===== config.mk =====
export PLATFORM = sky130hd
export DESIGN_NAME = pulse_window_counter_flat
export DESIGN_NICKNAME = d
export VERILOG_FILES = /design/src/rtl/pulse_window_counter_pkg.sv /design/src/rtl/pulse_window_counter_if.sv /design/src/rtl/pulse_window_counter_sat_counter.sv /design/src/rtl/pulse_window_counter.sv /design/src/flat_wrapper.sv
export SDC_FILE = /design/constraint.sdc
export NUM_CORES = 1
export LEC_CHECK = 0
export BUFFER_PORTS_ARGS = -buffer_cell sky130_fd_sc_hd__buf_2
export CELL_PAD_IN_SITES_DETAIL_PLACEMENT = 0
export CELL_PAD_IN_SITES_GLOBAL_PLACEMENT = 2
export CORE_UTILIZATION = 30
export CTS_CLUSTER_SIZE = 8
export DETAILED_ROUTE_END_ITERATION = 10
export PLACE_DENSITY_LB_ADDON = 0.12
export SYNTH_ARGS = -nofsm -noshare
export SYNTH_HDL_FRONTEND = slang
export SYNTH_HIERARCHICAL = 1
export SYNTH_SLANG_ARGS = --single-unit

===== constraint.sdc =====
create_clock -name clk -period 3.44 [get_ports clk]
set_clock_uncertainty 0.15 [all_clocks]
set_input_delay 0.344 -clock clk [delete_from_list [all_inputs] [get_ports clk]]
set_output_delay 0.344 -clock clk [all_outputs]
set_load 0.01 [all_outputs]

===== src/rtl/pulse_window_counter_pkg.sv =====
// Shared types and default widths for the pulse window counter.
// The FSM encoding is fixed so the downstream FSM extraction sees a stable state set.
package pwc_pkg;

  localparam int PWC_CNT_W_DEF = 8;
  localparam int PWC_WIN_W_DEF = 8;

  typedef enum logic [1:0] {
    PWC_IDLE  = 2'd0,
    PWC_COUNT = 2'd1,
    PWC_HOLD  = 2'd2
  } pwc_state_t;

endpackage


===== src/rtl/pulse_window_counter_if.sv =====
// Result handshake bus: the counter drives the result side (master);
// the consumer returns cnt_ready (slave).
interface pulse_window_counter_if
  import pwc_pkg::*;
#(
  parameter int CNT_W = PWC_CNT_W_DEF
) ();

  logic [CNT_W-1:0] cnt_out;
  logic             cnt_valid;
  logic             cnt_ready;
  logic             overflow;

  modport master (
    output cnt_out,
    output cnt_valid,
    output overflow,
    input  cnt_ready
  );

  modport slave (
    input  cnt_out,
    input  cnt_valid,
    input  overflow,
    output cnt_ready
  );

endinterface


===== src/rtl/pulse_window_counter_sat_counter.sv =====
// Saturating up-counter with synchronous clear.
// sat_hit flags an increment requested while the count is already at its maximum.
module sat_counter #(
  parameter int W = 8
) (
  input  logic         clk,
  input  logic         rst_n,
  input  logic         clr,
  input  logic         inc,
  output logic [W-1:0] value,
  output logic         sat_hit
);

  localparam logic [W-1:0] MAX_VAL = {W{1'b1}};

  logic [W-1:0] value_d;
  logic [W-1:0] value_q;

  // Next count: clear has priority, increments stop at the maximum.
  always_comb begin
    value_d = value_q;
    if (clr) begin
      value_d = {W{1'b0}};
    end else if (inc && (value_q != MAX_VAL)) begin
      value_d = value_q + W'(1);
    end else begin
      value_d = value_q;
    end
  end

  // Count register.
  always_ff @(posedge clk or negedge rst_n) begin
    if (!rst_n) begin
      value_q <= {W{1'b0}};
    end else begin
      value_q <= value_d;
    end
  end

  assign value   = value_q;
  assign sat_hit = inc & ~clr & (value_q == MAX_VAL);

endmodule


===== src/rtl/pulse_window_counter.sv =====
// Counts pulse_in-high cycles over a programmable window and reports the total
// on a valid/ready result bus with a sticky overflow flag. All outputs are flops.
module pulse_window_counter
  import pwc_pkg::*;
#(
  parameter int CNT_W = PWC_CNT_W_DEF,
  parameter int WIN_W = PWC_WIN_W_DEF
) (
  input  logic                    clk,
  input  logic                    rst_n,
  input  logic                    pulse_in,
  input  logic                    start,
  input  logic [WIN_W-1:0]        win_len,
  input  logic                    abort,
  output logic                    busy,
  pulse_window_counter_if.master  res
);

  pwc_state_t       state_d,     state_q;
  logic [WIN_W-1:0] remain_d,    remain_q;
  logic [CNT_W-1:0] cnt_out_d,   cnt_out_q;
  logic             overflow_d,  overflow_q;
  logic             busy_d,      busy_q;
  logic             cnt_valid_d, cnt_valid_q;

  logic             cnt_clr_s;
  logic             cnt_inc_s;
  logic [CNT_W-1:0] cnt_val_s;
  logic             sat_hit_s;
  logic [CNT_W-1:0] cnt_next_s;

  // Counter controls are decoded outside the FSM block so sat_hit does not loop back into it.
  assign cnt_clr_s  = (state_q == PWC_IDLE)  & ~abort & start;
  assign cnt_inc_s  = (state_q == PWC_COUNT) & ~abort & pulse_in;
  assign cnt_next_s = (cnt_inc_s && !sat_hit_s) ? (cnt_val_s + CNT_W'(1)) : cnt_val_s;

  sat_counter #(
    .W (CNT_W)
  ) u_pulse_cnt (
    .clk     (clk),
    .rst_n   (rst_n),
    .clr     (cnt_clr_s),
    .inc     (cnt_inc_s),
    .value   (cnt_val_s),
    .sat_hit (sat_hit_s)
  );

  // FSM next-state and datapath updates; abort takes priority in every state.
  always_comb begin
    state_d    = state_q;
    remain_d   = remain_q;
    cnt_out_d  = cnt_out_q;
    overflow_d = overflow_q;
    case (state_q)
      PWC_IDLE: begin
        if (abort) begin
          state_d = PWC_IDLE;
        end else if (start) begin
          overflow_d = 1'b0;
          remain_d   = win_len;
          if (win_len == {WIN_W{1'b0}}) begin
            state_d   = PWC_HOLD;
            cnt_out_d = {CNT_W{1'b0}};
          end else begin
            state_d = PWC_COUNT;
          end
        end else begin
          state_d = PWC_IDLE;
        end
      end
      PWC_COUNT: begin
        if (abort) begin
          state_d = PWC_IDLE;
        end else begin
          remain_d = remain_q - WIN_W'(1);
          if (sat_hit_s) begin
            overflow_d = 1'b1;
          end else begin
            overflow_d = overflow_q;
          end
          // Last sampled cycle: publish the count including this cycle's pulse.
          if (remain_q == WIN_W'(1)) begin
            state_d   = PWC_HOLD;
            cnt_out_d = cnt_next_s;
          end else begin
            state_d = PWC_COUNT;
          end
        end
      end
      PWC_HOLD: begin
        if (abort || res.cnt_ready) begin
          state_d = PWC_IDLE;
        end else begin
          state_d = PWC_HOLD;
        end
      end
      default: begin
        state_d = PWC_IDLE;
      end
    endcase
    busy_d      = (state_d != PWC_IDLE);
    cnt_valid_d = (state_d == PWC_HOLD);
  end

  // State and output registers.
  always_ff @(posedge clk or negedge rst_n) begin
    if (!rst_n) begin
      state_q     <= PWC_IDLE;
      remain_q    <= {WIN_W{1'b0}};
      cnt_out_q   <= {CNT_W{1'b0}};
      overflow_q  <= 1'b0;
      busy_q      <= 1'b0;
      cnt_valid_q <= 1'b0;
    end else begin
      state_q     <= state_d;
      remain_q    <= remain_d;
      cnt_out_q   <= cnt_out_d;
      overflow_q  <= overflow_d;
      busy_q      <= busy_d;
      cnt_valid_q <= cnt_valid_d;
    end
  end

  assign busy          = busy_q;
  assign res.cnt_out   = cnt_out_q;
  assign res.cnt_valid = cnt_valid_q;
  assign res.overflow  = overflow_q;

endmodule


===== src/flat_wrapper.sv =====
// flat-port wrapper written by rule: the top's interface ports become plain ports
module pulse_window_counter_flat import pwc_pkg::*;
#(
  parameter int CNT_W = PWC_CNT_W_DEF,
  parameter int WIN_W = PWC_WIN_W_DEF
)
  (clk, rst_n, pulse_in, start, win_len, abort, busy, res_cnt_out, res_cnt_valid, res_overflow, res_cnt_ready);
  pulse_window_counter_if #(.CNT_W(CNT_W)) res_i ();
  input  logic clk;
  input  logic rst_n;
  input  logic pulse_in;
  input  logic start;
  input  logic [WIN_W-1:0] win_len;
  input  logic abort;
  output logic busy;
  output wire logic [$bits(res_i.cnt_out)-1:0] res_cnt_out;
  output wire logic [$bits(res_i.cnt_valid)-1:0] res_cnt_valid;
  output wire logic [$bits(res_i.overflow)-1:0] res_overflow;
  input wire logic [$bits(res_i.cnt_ready)-1:0] res_cnt_ready;
  assign res_cnt_out = res_i.cnt_out;
  assign res_cnt_valid = res_i.cnt_valid;
  assign res_overflow = res_i.overflow;
  assign res_i.cnt_ready = res_cnt_ready;
  pulse_window_counter #(.CNT_W(CNT_W), .WIN_W(WIN_W)) u_core (.clk(clk), .rst_n(rst_n), .pulse_in(pulse_in), .start(start), .win_len(win_len), .abort(abort), .busy(busy), .res(res_i));
endmodule

==> results of run 1 <==
-- worst register-to-register path, stage by stage (launching register included) --
cell	delay, ns
dfrtp_1	0.53
or4b_2	0.79
inv_1	0.12
nor3_1	0.10
nand4b_1	0.26
nor4_1	0.39
xnor2_1	0.16
o2bb2ai_1	0.09
-- power breakdown --
group | internal (W) | total [W] | switching, W
sequential | 0.000380 | 0.000434 | 0.0000541
combinational | 0.0000715 | 0.000156 | 0.0000840
clock | 0.000133 | 0.000262 | 0.000129
total | 0.000584 | 0.000851 | 0.000267
-- cells by family after synthesis --
logic type	count (synthesis)
flops	29
fa+ha+maj	4
simple gates	61
compound gates	48
mux	6
xor+xnor	6
buf+inv	15
-- routing by layer --
metal / vias up / track usage (%)
li1: 700 / -
met1: 724 / 19.0
met2: 19 / 26.9
met3: 5 / 3.29
met4: 0 / 6.42
met5: - / 0
-- per-stage QoR --
stage	instances	hold slack, ns	worst slack [ns]	cell area [um^2]
global placement	259	0.270	0.848	1880
global route	266	0.102	0.570	1970
floorplan	169	-0.102	0.651	1720
CTS	266	0.102	0.745	1970
detailed placement	259	0.280	0.751	1880
finish	266	0.106	0.724	1970
-- worst max-delay path by stage --
stage,startpoint,end,slack [ns],cells after the start
finish,u_core/state_q[0]$_DFF_PN0_,u_core/res.cnt_out[7]$_DFFE_PN0P_,0.72,7
detailed placement,u_core/state_q[0]$_DFF_PN0_,u_core/res.cnt_out[7]$_DFFE_PN0P_,0.75,7
floorplan,abort,u_core/res.cnt_out[7]$_DFFE_PN0P_,0.65,9
global route,u_core/state_q[0]$_DFF_PN0_,u_core/res.cnt_out[6]$_DFFE_PN0P_,0.57,7
CTS,u_core/state_q[0]$_DFF_PN0_,u_core/res.cnt_out[7]$_DFFE_PN0P_,0.74,7
global placement,u_core/state_q[0]$_DFF_PN0_,u_core/res.cnt_out[7]$_DFFE_PN0P_,0.85,7
-- layout make-up --
cell class / instances / area share, %
Multi-Input combinational cell: 125 / 46.2
Clock inverter: 1 / 0.255
Clock buffer: 5 / 3.50
Inverter: 8 / 1.53
Tap cell: 72 / 4.58
Sequential cell: 29 / 36.9
Timing Repair Buffer: 26 / 7.00
-- cells in the final DEF (no fill, tap or decap), types with 3 or more instances in the layout --
master / count
a21oi_1: 11
a311oi_1: 3
a31oi_1: 3
buf_2: 24
clkbuf_8: 5
dfrtp_1: 29
ha_1: 4
inv_1: 8
mux2i_1: 4
nand2_1: 9
nand2b_1: 3
nand3_1: 6
nor2_1: 8
nor3_1: 8
o21ai_0: 6
o2bb2ai_1: 7
or3_1: 3
or4_1: 3
xnor2_1: 6
-- state kept, by name, indices dropped and copies added, names as in the netlist --
register,cells
u_core/remain_q,8
u_core/res.cnt_out,8
u_core/u_pulse_cnt/value,8
u_core/state_q,2
u_core/busy,1
u_core/res.cnt_valid,1
u_core/res.overflow,1
==> impl_metrics.yaml, run 1 <==
final_layout:
  antenna_cells: 0
  fillers: 565
  nets: 213
  area_growth_pct: 14.6
  drive_gt1_share_pct: 22.7
  register_area_um2: 726
  multi_input_area_um2: 908
  fin_util_pct: 35.7
clock_network:
  ctsHoldBuffers: 1
  cts_num_sinks: 29
  cts_buffer_depth: 2
  clock-root-buffer: "clkbuf_8"
  clock_latency_ns: 0.28
  cts_tree: "yes"
  path_clk_slew_ns: 0.06
  numCtsBuffers: 5
  h-tree-depth: 2
  cts_resized: 0
  postCtsSetupBuffers: 0
sta:
  tightestPinTransition_ns: 0.874
  relSlewSlack_pct: 41.6
  finalSetupTns_ns: 0
  period_minus_slack_ns: 2.72
  timing.final.crit_share_pct: 79.0
  drv_slew: 0
  fmaxAchievable_mhz: 368
  setup_viol: 0
  timing_hold_violations_final: 0
  rsz0062_at_grt: "no"
critical_path:
  rr_startpoint: "u_core/state_q[0]$_DFF_PN0_"
  critPathLaunchType: "flip-flop"
  arrival_ns: 2.72
  reg2reg_depth: 7
  timing.rr.end: "u_core/res.cnt_out[7]$_DFFE_PN0P_"
  slowest_stage: "or4b_2"
  cp.buffers_inverters: 1
  critPathKind: "reg2reg"
  path_cells: "or4b_2 > inv_1 > nor3_1 > nand4b_1 > nor4_1 > xnor2_1 > o2bb2ai_1"
  cp_data_required_time_ns: 3.45
  critPathMaxStageDelay_ns: 0.79
  cp_top_family: "simple AND/OR/NAND/NOR gates"
  critPathCaptureType: "flip-flop"
  rrSetupSlack_ns: 0.72
  cp_max_fo: 13
global_route:
  track_usage_pct: 15.7
  grt_pass1_wl_um: 7260
  grt_start_max_net_pins: 30
  grt_pass1_vias: 1508
  overflow: 0
  grt_antenna_before_repair: 0
synthesis:
  mappedNetlistArea_um2: 1720
  netlist-cell-type-count: 51
  muxShareOfSynthArea_pct: 4.08
  ys_seq_area_share_pct: 42.3
  yosys.area.top_type: "dfrtp_1"
  avgSynthCellArea_um2: 10.2
  yosys.area.top_type_share_pct: 42.3
  synth_edf_count: 0
  yosys_warnings: 6
  synth_compound_area_share_pct: 21.4
  synth-async-reset-ratio_pct: 100
  yosys-top-cells-area: "dfrtp_1, o2bb2ai_1, a21oi_1, xnor2_1, ha_1"
  synth_top_family_by_area: "simple AND/OR/NAND/NOR gates"
  synth_nets: 187
  synth_xor_area_share_pct: 3.06
  synth_top_flop_cell: "dfrtp_1"
  synthSimpleGateAreaFrac_pct: 21.5
  syn_inst: 169
  synth_most_common_cell: "dfrtp_1"
  synth_fa_ha_area_share_pct: 2.92
  synth_seq_cells: 29
  ys_top_cells_by_count: "dfrtp_1, a21oi_1, nand2_1"
pwr:
  peakVddDrop_mv: 0.185
  leakage_nw: 0.816
  total_power_w: 0.000851
  p_per_area_nw_per_um2: 433
detailed_routing:
  drcViolationCount: 0
  routed-wl-met3_um: 116
  routedWlPerCell_um: 16.2
  drtAntennaViolNets: 0
  vias: 1448
  first_pass_iters: 4
  first_iter_violations: 62
  routed_wl_um: 4320
  met1_length_um: 1900
  wl_met2_um: 2250
  top_layer_used: "met4"
  via_per_inst: 5.44
floorplan:
  ios: 25
  die_area_um2: 6020
  start_util_pct: 31.2
  fp.coreArea_um2: 5510
  dieWidth_um: 77.6
  die_y_um: 77.6
  rows: 27
min_path:
  min_from: "res_cnt_ready"
  holdPathStages: 2
  hold_path_end: "u_core/busy$_DFF_PN0_"
  hp-class: "in2reg"
place:
  numPortBuffers: 24
  place_congestion: 0.756
  place_hpwl_um: 3100
run:
  drv_cap: 0
status:
  status: "complete, no violations"
Power figures use the tool's default switching activity.
==> run 2, diff against run 1 <==
- clock period: 3.44 -> 2.8 ns (I/O delays scaled with it)
==> impl_metrics.yaml, run 2 (same netlist as run 1, synthesis figures left out) <==
status:
  status: "complete, no violations"
final_layout:
  area_growth_pct: 19.3
  fillers: 559
  most-common-layout-cells: "dfrtp_1, buf_2, a21oi_1"
  layout_commonest_cell: "dfrtp_1"
  drive_gt1_share_pct: 26.8
  antenna_cells: 0
  nets: 222
critical_path:
  critPathCaptureType: "flip-flop"
  arrival_ns: 2.43
  cp.buffers_inverters: 1
  cp_max_fo: 6
  critPathLaunchType: "flip-flop"
  critPathMaxStageDelay_ns: 0.71
  cp_top_family: "simple AND/OR/NAND/NOR gates"
  critPathKind: "reg2reg"
  cp_data_required_time_ns: 2.82
  path_cells: "or4b_2 > inv_1 > nor3_1 > nand4b_1 > nor4_1 > xnor2_1 > o2bb2ai_1"
  slowest_stage: "or4b_2"
floorplan:
  start_util_pct: 31.2
  fp.coreArea_um2: 5510
  ios: 25
  die_y_um: 77.6
  die_area_um2: 6020
  dieWidth_um: 77.6
  rows: 27
pwr:
  leakage_nw: 0.867
  peakVddDrop_mv: 0.262
  total_power_w: 0.00108
  p_per_area_nw_per_um2: 527
clock_network:
  clock_latency_ns: 0.28
  cts_num_sinks: 29
  cts_resized: 0
  clock-root-buffer: "clkbuf_8"
  postCtsSetupBuffers: 0
  path_clk_slew_ns: 0.07
  h-tree-depth: 2
  numCtsBuffers: 5
  cts_buffer_depth: 2
  cts_tree: "yes"
sta:
  setup_viol: 0
  timing_hold_violations_final: 0
  finalSetupTns_ns: 0
  fmaxAchievable_mhz: 415
  drv_slew: 0
  tightestPinTransition_ns: 0.692
  relSlewSlack_pct: 53.9
  timing.final.crit_share_pct: 86.1
  period_minus_slack_ns: 2.41
  setup_slack_ns: 0.390
  rsz0062_at_grt: "no"
place:
  numPortBuffers: 24
  pre_cts_slack_ns: 0.313
  place_hpwl_um: 3170
  place_congestion: 0.802
global_route:
  grt_pass1_vias: 1461
  overflow: 0
  grt_pass1_wl_um: 7510
  grt_start_max_net_pins: 30
  grt_antenna_before_repair: 0
  track_usage_pct: 16.1
detailed_routing:
  met1_length_um: 1950
  wl_met2_um: 2220
  routed_wl_um: 4340
  drtAntennaViolNets: 0
  first_iter_violations: 100
  routedWlPerCell_um: 15.7
  vias: 1464
  drcViolationCount: 0
  first_pass_iters: 4
  via_per_inst: 5.29
  routed-wl-met3_um: 142
  top_layer_used: "met4"
run:
  drv_cap: 0
min_path:
  hp-class: "in2reg"
run 2: changes by cell type in the layout (fill, tap and decap cells not counted), sizes merged:
| cell | change |
|---|---|
| buf | +9 |
| clkinv | +1 |
| clkinvlp | +1 |
run 2: timing repair:
item,CTS,global route
hold endpoints to repair,29,0
hold buffers,1,0
endpoints found under the setup margin,0,0
run 2: worst paths after layout:
check,startpoint,to,slack [ns],depth (start not counted)
hold reg to reg,u_core/res.cnt_out[5]$_DFFE_PN0P_,u_core/res.cnt_out[5]$_DFFE_PN0P_,0.34,1
min in group asynchronous,rst_n,u_core/u_pulse_cnt/value[4]$_DFFE_PN0P_,0.43,2
hold / removal,res_cnt_ready,u_core/busy$_DFF_PN0_,0.04,2
max in group asynchronous,rst_n,u_core/remain_q[3]$_DFFE_PN0P_,1.63,2
setup reg to reg,u_core/state_q[1]$_DFF_PN0_,u_core/res.cnt_out[7]$_DFFE_PN0P_,0.39,7
setup / recovery,u_core/state_q[1]$_DFF_PN0_,u_core/res.cnt_out[7]$_DFFE_PN0P_,0.39,7
run 2: cell type report:
class / instances / area [um^2] / share of cell area (%)
flip-flops and latches: 29 / 726 / 35.5
clock inverters: 3 / 17.5 / 0.856
repair buffers: 35 / 205 / 10.0
inverters: 8 / 30.0 / 1.47
clock buffers: 5 / 68.8 / 3.36
well taps: 72 / 90.1 / 4.40
multi-input cells: 125 / 908 / 44.4
run 2: metal layers:
metal | vias up | global-route usage, %
met1 | 715 | 19.8
met4 | 0 | 3.96
met5 | - | 0
met2 | 30 | 28.0
li1 | 714 | -
met3 | 5 | 3.88
run 2: through the flow:
stage                     std cells  util, %  hold slack [ns]  area (um^2)
final                           277     37.2           0.0430         2050
after global routing            277     37.2           0.0282         2050
after CTS                       277     37.2           0.0273         2050
after detailed placement        268     35.4            0.222         1950
after global placement          268     35.4            0.212         1950
after floorplan                 169        -           -0.166         1720
run 2: report_power, final:
group	internal (W)	switching (W)	leakage [nW]
combinational	0.0000991	0.000126	0.443
sequential	0.000466	0.0000483	0.380
clock	0.000171	0.000168	0.0439
